===== config.mk =====
export PLATFORM = sky130hd
export DESIGN_NAME = prefetch_queue_8088
export DESIGN_NICKNAME = d
export VERILOG_FILES = /design/src/rtl/prefetch_pkg.sv /design/src/rtl/prefetch_queue_8088.sv
export SDC_FILE = /design/constraint.sdc
export NUM_CORES = 1
export LEC_CHECK = 0
export BUFFER_PORTS_ARGS = -buffer_cell sky130_fd_sc_hd__buf_2
export CORE_ASPECT_RATIO = 1.1
export CORE_MARGIN = 2
export CORE_UTILIZATION = 49
export DETAILED_ROUTE_END_ITERATION = 10
export PLACE_DENSITY_LB_ADDON = 0.12
export SKIP_CTS_REPAIR_TIMING = 1
export SLEW_MARGIN = 20
export SYNTH_ARGS = -nofsm -noshare
export SYNTH_HDL_FRONTEND = slang
export SYNTH_SLANG_ARGS = --single-unit

===== constraint.sdc =====
create_clock -name clk -period 3.65 [get_ports clk]
set_input_delay 0.5475 -clock clk [delete_from_list [all_inputs] [get_ports clk]]
set_output_delay 0.5475 -clock clk [all_outputs]
set_load 0.005 [all_outputs]

===== src/rtl/prefetch_pkg.sv =====
// -----------------------------------------------------------------------------
// prefetch_pkg
// Shared definitions for the 8088 prefetch queue:
//   - pf_state_e  : fetch FSM states (IDLE, FETCH, DISCARD)
//   - DEPTH       : queue depth in bytes (fixed, Instruction is 32 bits wide)
//   - DEPTH_CNT   : DEPTH at the width of the byte counter
//   - operacion_e : bus direction encoding, shared with bench-side interfaces
//   - phys_addr   : 8088 segment:offset to 20-bit physical address
// -----------------------------------------------------------------------------
package prefetch_pkg;

    typedef enum logic [1:0] {
        IDLE    = 2'd0,
        FETCH   = 2'd1,
        DISCARD = 2'd2
    } pf_state_e;

    localparam int DEPTH = 4;
    localparam logic [2:0] DEPTH_CNT = 3'd4;

    typedef enum logic {
        LEER     = 1'b0,
        ESCRIBIR = 1'b1
    } operacion_e;

    // Segment shifted left by 4 plus offset; the carry out of bit 19 is dropped.
    function automatic logic [19:0] phys_addr(input logic [15:0] seg, input logic [15:0] off);
        return {seg, 4'h0} + {4'h0, off};
    endfunction

endpackage


===== src/rtl/prefetch_queue_8088.sv =====
// -----------------------------------------------------------------------------
// prefetch_queue_8088
// Prefetch stage in front of the 8088 decoder. Fetches code bytes at CS:IP over
// an 8-bit bus into a 4-byte queue and presents the oldest four bytes as a
// 32-bit Instruction word (byte0 = oldest in [7:0], empty slots read 0).
//
// Ports:
//   clk, reset           clock (rising edge), asynchronous active-high reset
//   CS                   code segment, sampled whenever a request is launched
//   Flush, Flush_IP      discard the queue and redirect fetch to Flush_IP
//   Mem_Req, Mem_Addr    read request (held until Mem_Ack) and its address
//   RD_WR                bus direction, always read
//   Mem_Ack, Mem_Data    memory returns Mem_Data on the edge with Mem_Ack=1
//   Consume, Consume_N   decoder removes Consume_N (0-4) bytes this cycle
//   Instruction          queue window
//   Valid_Bytes          number of valid bytes in the queue
//   Instr_IP             IP of byte0
//   Underflow            one-cycle pulse when more bytes are consumed than held
// -----------------------------------------------------------------------------
module prefetch_queue_8088
    import prefetch_pkg::*;
#(
    parameter logic [15:0] RESET_IP = 16'h0000
) (
    input  logic        clk,
    input  logic        reset,
    input  logic [15:0] CS,
    input  logic        Flush,
    input  logic [15:0] Flush_IP,
    output logic        Mem_Req,
    output logic [19:0] Mem_Addr,
    output logic        RD_WR,
    input  logic        Mem_Ack,
    input  logic [7:0]  Mem_Data,
    input  logic        Consume,
    input  logic [2:0]  Consume_N,
    output logic [31:0] Instruction,
    output logic [2:0]  Valid_Bytes,
    output logic [15:0] Instr_IP,
    output logic        Underflow
);

    pf_state_e   state_r;
    logic [31:0] queue_r;
    logic [2:0]  count_r;
    logic [15:0] fetch_ip_r;
    logic [15:0] instr_ip_r;
    logic        mem_req_r;
    logic [19:0] mem_addr_r;
    logic        underflow_r;

    logic        ack_s;
    logic        underflow_s;
    logic [2:0]  consumed_s;
    logic [2:0]  base_cnt_s;
    logic [2:0]  new_cnt_s;
    logic [31:0] queue_next_s;
    logic [15:0] launch_ip_s;
    logic [19:0] launch_addr_s;

    // Decode consume legality, shift the window and merge an arriving byte.
    always_comb begin
        underflow_s   = 1'b0;
        consumed_s    = 3'd0;
        // Only an ack against a live (non-discarded) request delivers a byte.
        ack_s         = (state_r == FETCH) && Mem_Ack;

        if (Consume) begin
            if (Consume_N > count_r) begin
                underflow_s = 1'b1;
            end else begin
                consumed_s = Consume_N;
            end
        end else begin
            consumed_s = 3'd0;
        end

        base_cnt_s   = count_r - consumed_s;
        new_cnt_s    = base_cnt_s + {2'b00, ack_s};
        // Logical shift zero-fills the top; a shift of 32 empties the window.
        queue_next_s = queue_r >> {consumed_s, 3'b000};

        // The new byte lands just above the bytes that survive the consume.
        if (ack_s) begin
            case (base_cnt_s)
                3'd0:    queue_next_s[7:0]   = Mem_Data;
                3'd1:    queue_next_s[15:8]  = Mem_Data;
                3'd2:    queue_next_s[23:16] = Mem_Data;
                3'd3:    queue_next_s[31:24] = Mem_Data;
                default: queue_next_s[7:0]   = queue_next_s[7:0];
            endcase
        end else begin
            queue_next_s[7:0] = queue_next_s[7:0];
        end

        launch_ip_s   = fetch_ip_r + {15'd0, ack_s};
        launch_addr_s = phys_addr(CS, launch_ip_s);
    end

    // Fetch FSM, byte queue, IP tracking and all registered outputs.
    always_ff @(posedge clk or posedge reset) begin
        if (reset) begin
            state_r     <= IDLE;
            queue_r     <= 32'h0000_0000;
            count_r     <= 3'd0;
            fetch_ip_r  <= RESET_IP;
            instr_ip_r  <= RESET_IP;
            mem_req_r   <= 1'b0;
            mem_addr_r  <= 20'h0_0000;
            underflow_r <= 1'b0;
        end else if (Flush) begin
            queue_r     <= 32'h0000_0000;
            count_r     <= 3'd0;
            fetch_ip_r  <= Flush_IP;
            instr_ip_r  <= Flush_IP;
            underflow_r <= 1'b0;
            case (state_r)
                // An outstanding request must still complete on the bus; its
                // byte belongs to the old stream and is thrown away.
                FETCH: begin
                    if (Mem_Ack) begin
                        state_r   <= IDLE;
                        mem_req_r <= 1'b0;
                    end else begin
                        state_r   <= DISCARD;
                    end
                end
                DISCARD: begin
                    if (Mem_Ack) begin
                        state_r   <= IDLE;
                        mem_req_r <= 1'b0;
                    end else begin
                        state_r   <= DISCARD;
                    end
                end
                IDLE: begin
                    state_r   <= IDLE;
                    mem_req_r <= 1'b0;
                end
                default: begin
                    state_r   <= IDLE;
                    mem_req_r <= 1'b0;
                end
            endcase
        end else begin
            queue_r     <= queue_next_s;
            count_r     <= new_cnt_s;
            fetch_ip_r  <= launch_ip_s;
            instr_ip_r  <= instr_ip_r + {13'd0, consumed_s};
            underflow_r <= underflow_s;
            case (state_r)
                IDLE: begin
                    if (new_cnt_s < DEPTH_CNT) begin
                        state_r    <= FETCH;
                        mem_req_r  <= 1'b1;
                        mem_addr_r <= launch_addr_s;
                    end else begin
                        state_r    <= IDLE;
                    end
                end
                FETCH: begin
                    if (Mem_Ack) begin
                        if (new_cnt_s < DEPTH_CNT) begin
                            // Back-to-back relaunch at the next byte address.
                            state_r    <= FETCH;
                            mem_addr_r <= launch_addr_s;
                        end else begin
                            state_r    <= IDLE;
                            mem_req_r  <= 1'b0;
                        end
                    end else begin
                        state_r <= FETCH;
                    end
                end
                DISCARD: begin
                    if (Mem_Ack) begin
                        state_r   <= IDLE;
                        mem_req_r <= 1'b0;
                    end else begin
                        state_r   <= DISCARD;
                    end
                end
                default: begin
                    state_r   <= IDLE;
                    mem_req_r <= 1'b0;
                end
            endcase
        end
    end

    assign Mem_Req     = mem_req_r;
    assign Mem_Addr    = mem_addr_r;
    assign RD_WR       = LEER;
    assign Instruction = queue_r;
    assign Valid_Bytes = count_r;
    assign Instr_IP    = instr_ip_r;
    assign Underflow   = underflow_r;

endmodule


* Word level (Yosys, flattened, before mapping) *
Cells that the tools add are included.

cells by class
  $add $sub $neg = 5
  magnitude comparators = 2
  equality and inequality tests = 9
  shifts and indexed selects = 1
  multiplexer cells = 31
  bitwise operators = 1
  reduce and logical (&&, ||, !) cells = 7

operators by type and width
  operator            count
  $mux 20             2
  $mux 8              5
  $pmux 20 s2         1
  $mux 16             2
  $mux 32             1
  $shr 32x6->32       1
  $mux 24             1
  $add 20x16->20      1
  $add 16x1->16       1
  $add 16x3->16       1
  $mux 1              10
  $mux 3              3
  $ne 3x3->1 const B  3
  $mux 2              4
  $eq 3x2->1 const B  2
  $pmux 2 s3          1
  $reduce_and 3->1    2
  $add 3x1->3         1
  $eq 3x1->1 const B  1
  $gt 3x3->1          1
  $logic_not 3->1     1
  $lt 3x3->1 const B  1
  $pmux 1 s3          1
  $sub 3x3->3         1
  8 further kinds     8

storage, ports and cells
  flip-flop bits (word level) = 91
  input bits = 48
  output and inout bits = 74
  word-level logic and storage cells = 64

* Longest topological paths before layout *
  depth in word-level cells = 10
  gate-level depth with buffers = 17
  gate-level depth less buffers = 17

* Least setup slack after synthesis *
OpenSTA, ideal clock, no wires.

  kind = input port to flip-flop
  from = in Consume_N[2]
  to = reg mem_addr_r[0] (netlist: Mem_Addr[0])
  setup time = 125 ps
  arrival = 3946 ps
  required time = 3525 ps
  path slack = -421 ps
  cell stages on the path = 13
  path buffers = 1
  cell sequence = ha_1 -> and3b_1 -> o21ai_0 -> nand3_1 -> inv_1 -> ha_1 -> fa_1 -> inv_1 -> ha_1 -> xor3_1 -> nand2_2 -> buf_2 -> mux2_2

between the ends
  longest elaborated chain between the ends = 9

ends and longest elaborated chain
  item                    line                                                    source
  start: declaration      prefetch_queue_8088.sv:36                               input logic [2:0] Consume_N,
  $gt 3x3->1              prefetch_queue_8088.sv:69                               if (Consume_N > count_r) begin
  $mux 3 (*)              prefetch_queue_8088.sv:69
  $mux 3 (*)              prefetch_queue_8088.sv:68                               if (Consume) begin
  $sub 3x3->3 (*)         prefetch_queue_8088.sv:78                               base_cnt_s = count_r - consumed_s;
  $add 3x1->3 (*)         prefetch_queue_8088.sv:79                               new_cnt_s = base_cnt_s + {2'b00, ack_s};
  $lt 3x3->1 (*)          prefetch_queue_8088.sv:153, prefetch_queue_8088.sv:163
  $mux 20 (*)             --
  $mux 20                 --
  $pmux 20 s2 (*)         --
  end signal: assignment  prefetch_queue_8088.sv:156                              mem_addr_r <= launch_addr_s;
  end signal: assignment  prefetch_queue_8088.sv:166                              mem_addr_r <= launch_addr_s;
  end: declaration        prefetch_queue_8088.sv:49                               logic [19:0] mem_addr_r;

Mark *: on every way between the ends. The rest lies on a longest branch, timed or not. The select of a mux whose other input is x is not followed.
A chain may end at the register's enable or synchronous reset.

* Final worst setup path *
  from = reg state_r[1]
  to = reg mem_addr_r[15] (netlist: Mem_Addr[15])

between the ends
  longest elaborated chain between the ends = 7
  elaborated cells between the ends (all ways) = 13
  classes of those cells = add/sub (3); order compare (1); eq/ne (2); mux (3); reduce/logical (4)

ends and longest elaborated chain
  item                                                 line                                                                        source
  start: declaration                                   prefetch_queue_8088.sv:43                                                   pf_state_e state_r;
  start signal: assignment                             prefetch_queue_8088.sv:103                                                  state_r <= IDLE;
  start signal: assignment                             prefetch_queue_8088.sv:122                                                  state_r <= IDLE;
  start signal: assignment                             prefetch_queue_8088.sv:125                                                  state_r <= DISCARD;
  $eq 2x1->1                                           prefetch_queue_8088.sv:66, prefetch_queue_8088.sv:151
  $logic_and 1x1->1                                    prefetch_queue_8088.sv:66                                                   ack_s = (state_r == FETCH) && Mem_Ack;
  $add 16x1->16 / $add 3x1->3 (equally long branches)  prefetch_queue_8088.sv:96, prefetch_queue_8088.sv:79
  $add 20x16->20 / $lt 3x3->1 (equally long branches)  prefetch_pkg.sv:28, prefetch_queue_8088.sv:153, prefetch_queue_8088.sv:163
  $mux 20                                              prefetch_queue_8088.sv:153, prefetch_queue_8088.sv:163
  $mux 20                                              prefetch_queue_8088.sv:162                                                  if (Mem_Ack) begin
  $pmux 20 s2                                          prefetch_queue_8088.sv:151                                                  case (state_r)

Several ways; a longest one is shown, not always the timed one. The select of a mux whose other input is x is not followed.

==> impl_table.tex <==
\begin{tabular}{lr}
\hline
Metric & Value \\
\hline
\multicolumn{2}{l}{\textbf{Placement}} \\
Number of placed instances, taps included & 835 \\
Dpl hpwl & 10.2 mm \\
IO Port Bufs & 120 \\
Final GP Congestion & 0.861 \\
\multicolumn{2}{l}{\textbf{Die}} \\
Placeable core region & 11000 um\^{}2 \\
Initial Utilization & 50.3\% \\
Width of the chip & 105 um \\
Die area & 12100 um\^{}2 \\
Num rows & 40 \\
Die Height & 115 um \\
Ports & 122 \\
\multicolumn{2}{l}{\textbf{STA}} \\
Total negative slack & 0 ns \\
Fin Clk Skew & 0.00865 ns \\
Setup violators final & 0 \\
Unrepaired setup endpoints after global routing & true \\
Final Hold Vio Count & 0 \\
Fraction of the cycle the final worst path needs & 96.7\% \\
Final min period & 3.53 ns \\
Slew headroom & 54.8\% \\
Achievable frequency & 0.283 GHz \\
Number of max-slew violations in the final report & 0 \\
Slew @ Worst Pin & 0.675 ns \\
\multicolumn{2}{l}{\textbf{Worst setup path}} \\
Most prevalent standard cell on the critical path & inv\_1 \\
Kind of critical path & flop to flop \\
Slowest cell delay on critical path & 0.62 ns \\
Data required, critical path & 3.93 ns \\
Maximum fanout along the worst path & 4 \\
Critical Path Source Type & flop \\
Kind of capture point of the worst setup path & flop \\
Data arrival time of the worst path & 3.81 ns \\
Critical-path cell list & inv\_1, ha\_2, nand2\_1, inv\_2, ha\_4, nand3\_4, buf\_4, nor2\_1, xnor2\_1, inv\_1, ha\_1, a21o\_1, a221oi\_4, o311ai\_4, or4b\_2, nand3\_1, mux2\_2 \\
Critical-path top delay cell & or4b\_2 \\
\multicolumn{2}{l}{\textbf{Pwr}} \\
IR drop worst, VDD & 0.000325 V \\
Pleak & 3.46 nW \\
PwrDens & 560 nW/um\^{}2 \\
\multicolumn{2}{l}{\textbf{Status}} \\
Result of the run & finished clean \\
\multicolumn{2}{l}{\textbf{Yosys}} \\
Total standard cell area after synthesis & 5520 um\^{}2 \\
Yosys synthesis warning count & 0 \\
Sequential element share of the synthesized area & 41.3\% \\
Syn Inst Count & 554 \\
Number of distinct standard cells referenced by the synthesized netlist & 59 \\
Avg Cell Area, Syn & 9.96 um\^{}2 \\
Flip-flop and latch count after synthesis & 91 \\
Most used flip-flop cell after synthesis & dfrtp\_1 \\
Area share of the largest cell type after synthesis & 41.3\% \\
Syn Nets & 632 \\
Share of synthesized registers carrying an async set or reset & 100\% \\
Count of flip-flops with a built-in enable after synthesis & 0 \\
Cell taking the most area after synthesis & dfrtp\_1 \\
Leading cell types by total area after synthesis & dfrtp\_1 41\%, mux2\_2 7.1\%, ha\_1 6.1\%, mux2i\_1 4.9\%, xnor2\_1 3.7\% \\
\multicolumn{2}{l}{\textbf{Clocking}} \\
TritonCTS Sinks & 91 \\
Worst-Skew Late Latency & 0.34 ns \\
Number of buffers inserted during clock tree synthesis & 9 \\
Clock slew at reported path FFs & 0.06 ns \\
Deepest level of the CTS H-tree & 3 \\
Clock Path Buffers & 2 \\
Root buffer selected by CTS & clkbuf\_16 \\
Clock tree from TritonCTS & done \\
\multicolumn{2}{l}{\textbf{GRT}} \\
Grt total ovfl & 0 \\
Vias in the first global route & 4626 \\
Maximum number of pins on one net before global-route repair & 35 \\
Number of antenna violations at the first check in global routing & 0 \\
Overall Global Routing Usage & 23.0\% \\
First-pass GRT wire length & 22.1 mm \\
\multicolumn{2}{l}{\textbf{Routing}} \\
Remaining antenna violation count after routing & 0 \\
Via/cell ratio & 5.47 \\
Number of DRC markers in iteration 0 & 211 \\
Pre-Repair DR Iteration Count & 5 \\
Total vias in the final route & 4675 \\
WL/cell & 16.2 um \\
Final Routed Wirelength & 13.9 mm \\
Drt drc & 0 \\
\multicolumn{2}{l}{\textbf{Cells and area}} \\
Leading cell type in the layout, fill and taps excluded & buf\_2 \\
Share of post-route cells with drive strength above 1 & 34.4\% \\
Area added between synthesis and finish & 26.2\% \\
Non-filler instance count after layout & 854 \\
Net total in the final layout & 780 \\
Highest-count cells in the layout ignoring fill and taps & 120 x buf\_2, 91 x dfrtp\_1, 45 x nand2\_1 \\
N\_diodes & 0 \\
Fill count & 947 \\
\multicolumn{2}{l}{\textbf{Hold path}} \\
Hold/Removal Path Class & primary input to async pin \\
\multicolumn{2}{l}{\textbf{Run}} \\
Max cap viols & 0 \\
\hline
\end{tabular}
[sequential cells by signal, summed over array words and instances (netlist names)]
register	count
Instruction	32
Mem_Addr	20
Instr_IP	16
fetch_ip_r	16
Valid_Bytes	3
state_r	2
Mem_Req	1
Underflow	1
[synthesized netlist by cell type, types with 6 or more instances]
cell type and number:
a21o_1 8, o221a_1 7, dfrtp_1 91, a2bb2oi_1 8, a21oi_1 32, ha_1 27
nor2_1 42, clkbuf_1 11, nand2_1 46, o21ai_0 35, mux2i_1 27, nand3_1 28
inv_1 27, and3_1 6, or3_1 10, xor2_1 15, nor3_1 6, mux2_2 35
xnor2_1 23
[layer usage]
metal  GRT usage, %  vias to the layer above  wire (um)
met4           8.00                        0        248
met5              0                        -          0
met3           2.83                       20        527
li1               -                     2267          -
met2           42.1                      123       7180
met1           27.9                     2265       5910
[per-stage QoR]
step / instance area, um^2 / setup slack (ns) / hold WS [ns] / utilization, % / total power, mW
after floorplan: 5540 / 0.0606 / 0.504 / - / 2.37
after global placement: 6500 / -0.00146 / 0.483 / 59.3 / 2.87
after detailed placement: 6500 / -0.0452 / 0.488 / 59.3 / 2.92
after CTS: 6800 / -0.0589 / 0.220 / 62.1 / 3.89
after global routing: 6960 / -0.0513 / 0.246 / 63.5 / 4.14
final: 6960 / 0.121 / 0.209 / 63.5 / 3.90
[power breakdown]
part / switching (mW) / internal (mW)
Clock: 0.398 / 0.554
Combinational: 0.797 / 0.774
Sequential: 0.145 / 1.23
[logic make-up after synthesis]
| kind of cell | synth area share (%) |
|---|---|
| AOI/OAI and AO/OA | 15.3 |
| xor gates and xnor gates | 6.46 |
| adders and majority gates | 7.21 |
| buffers and inverters | 3.70 |
| DFF | 41.3 |
| muxes | 12.0 |
| other | 0.0680 |
| and+or+nand+nor | 13.9 |
[worst max-delay path, delay by kind of cell (launching register included)]
kind,cells,cell delay (ns)
AO/OA/AOI/OAI,3,0.67
XOR/XNOR,1,0.19
adder cells (fa/ha/maj),3,0.60
buffers and inverters,4,0.40
flip-flops,1,0.38
multiplexers,1,0.14
AND/OR/NAND/NOR,5,1.07
[area by class of cell]
type	count	area, um^2	share of cell area, %
multi-input combinational	415	3200	46.0
sequential	91	2280	32.7
timing repair buffer	157	891	12.8
clock buffer	11	243	3.49
tap	147	184	2.64
inverter	28	106	1.53
clock inverter	5	60.1	0.863
[final timing paths]
path	depth (start not counted)	end	slack, ns	from
setup / recovery	17	Mem_Addr[15]	0.12	state_r[1]
hold / removal	2	Instr_IP[6]	0.21	reset
setup reg to reg	17	Mem_Addr[15]	0.12	state_r[1]
hold reg to reg	1	Mem_Addr[13]	0.50	Mem_Addr[13]
max in group asynchronous	3	Instr_IP[5]	2.63	reset
min in group clk	2	state_r[1]	0.40	Mem_Ack
(Power assumes the default switching activity.)
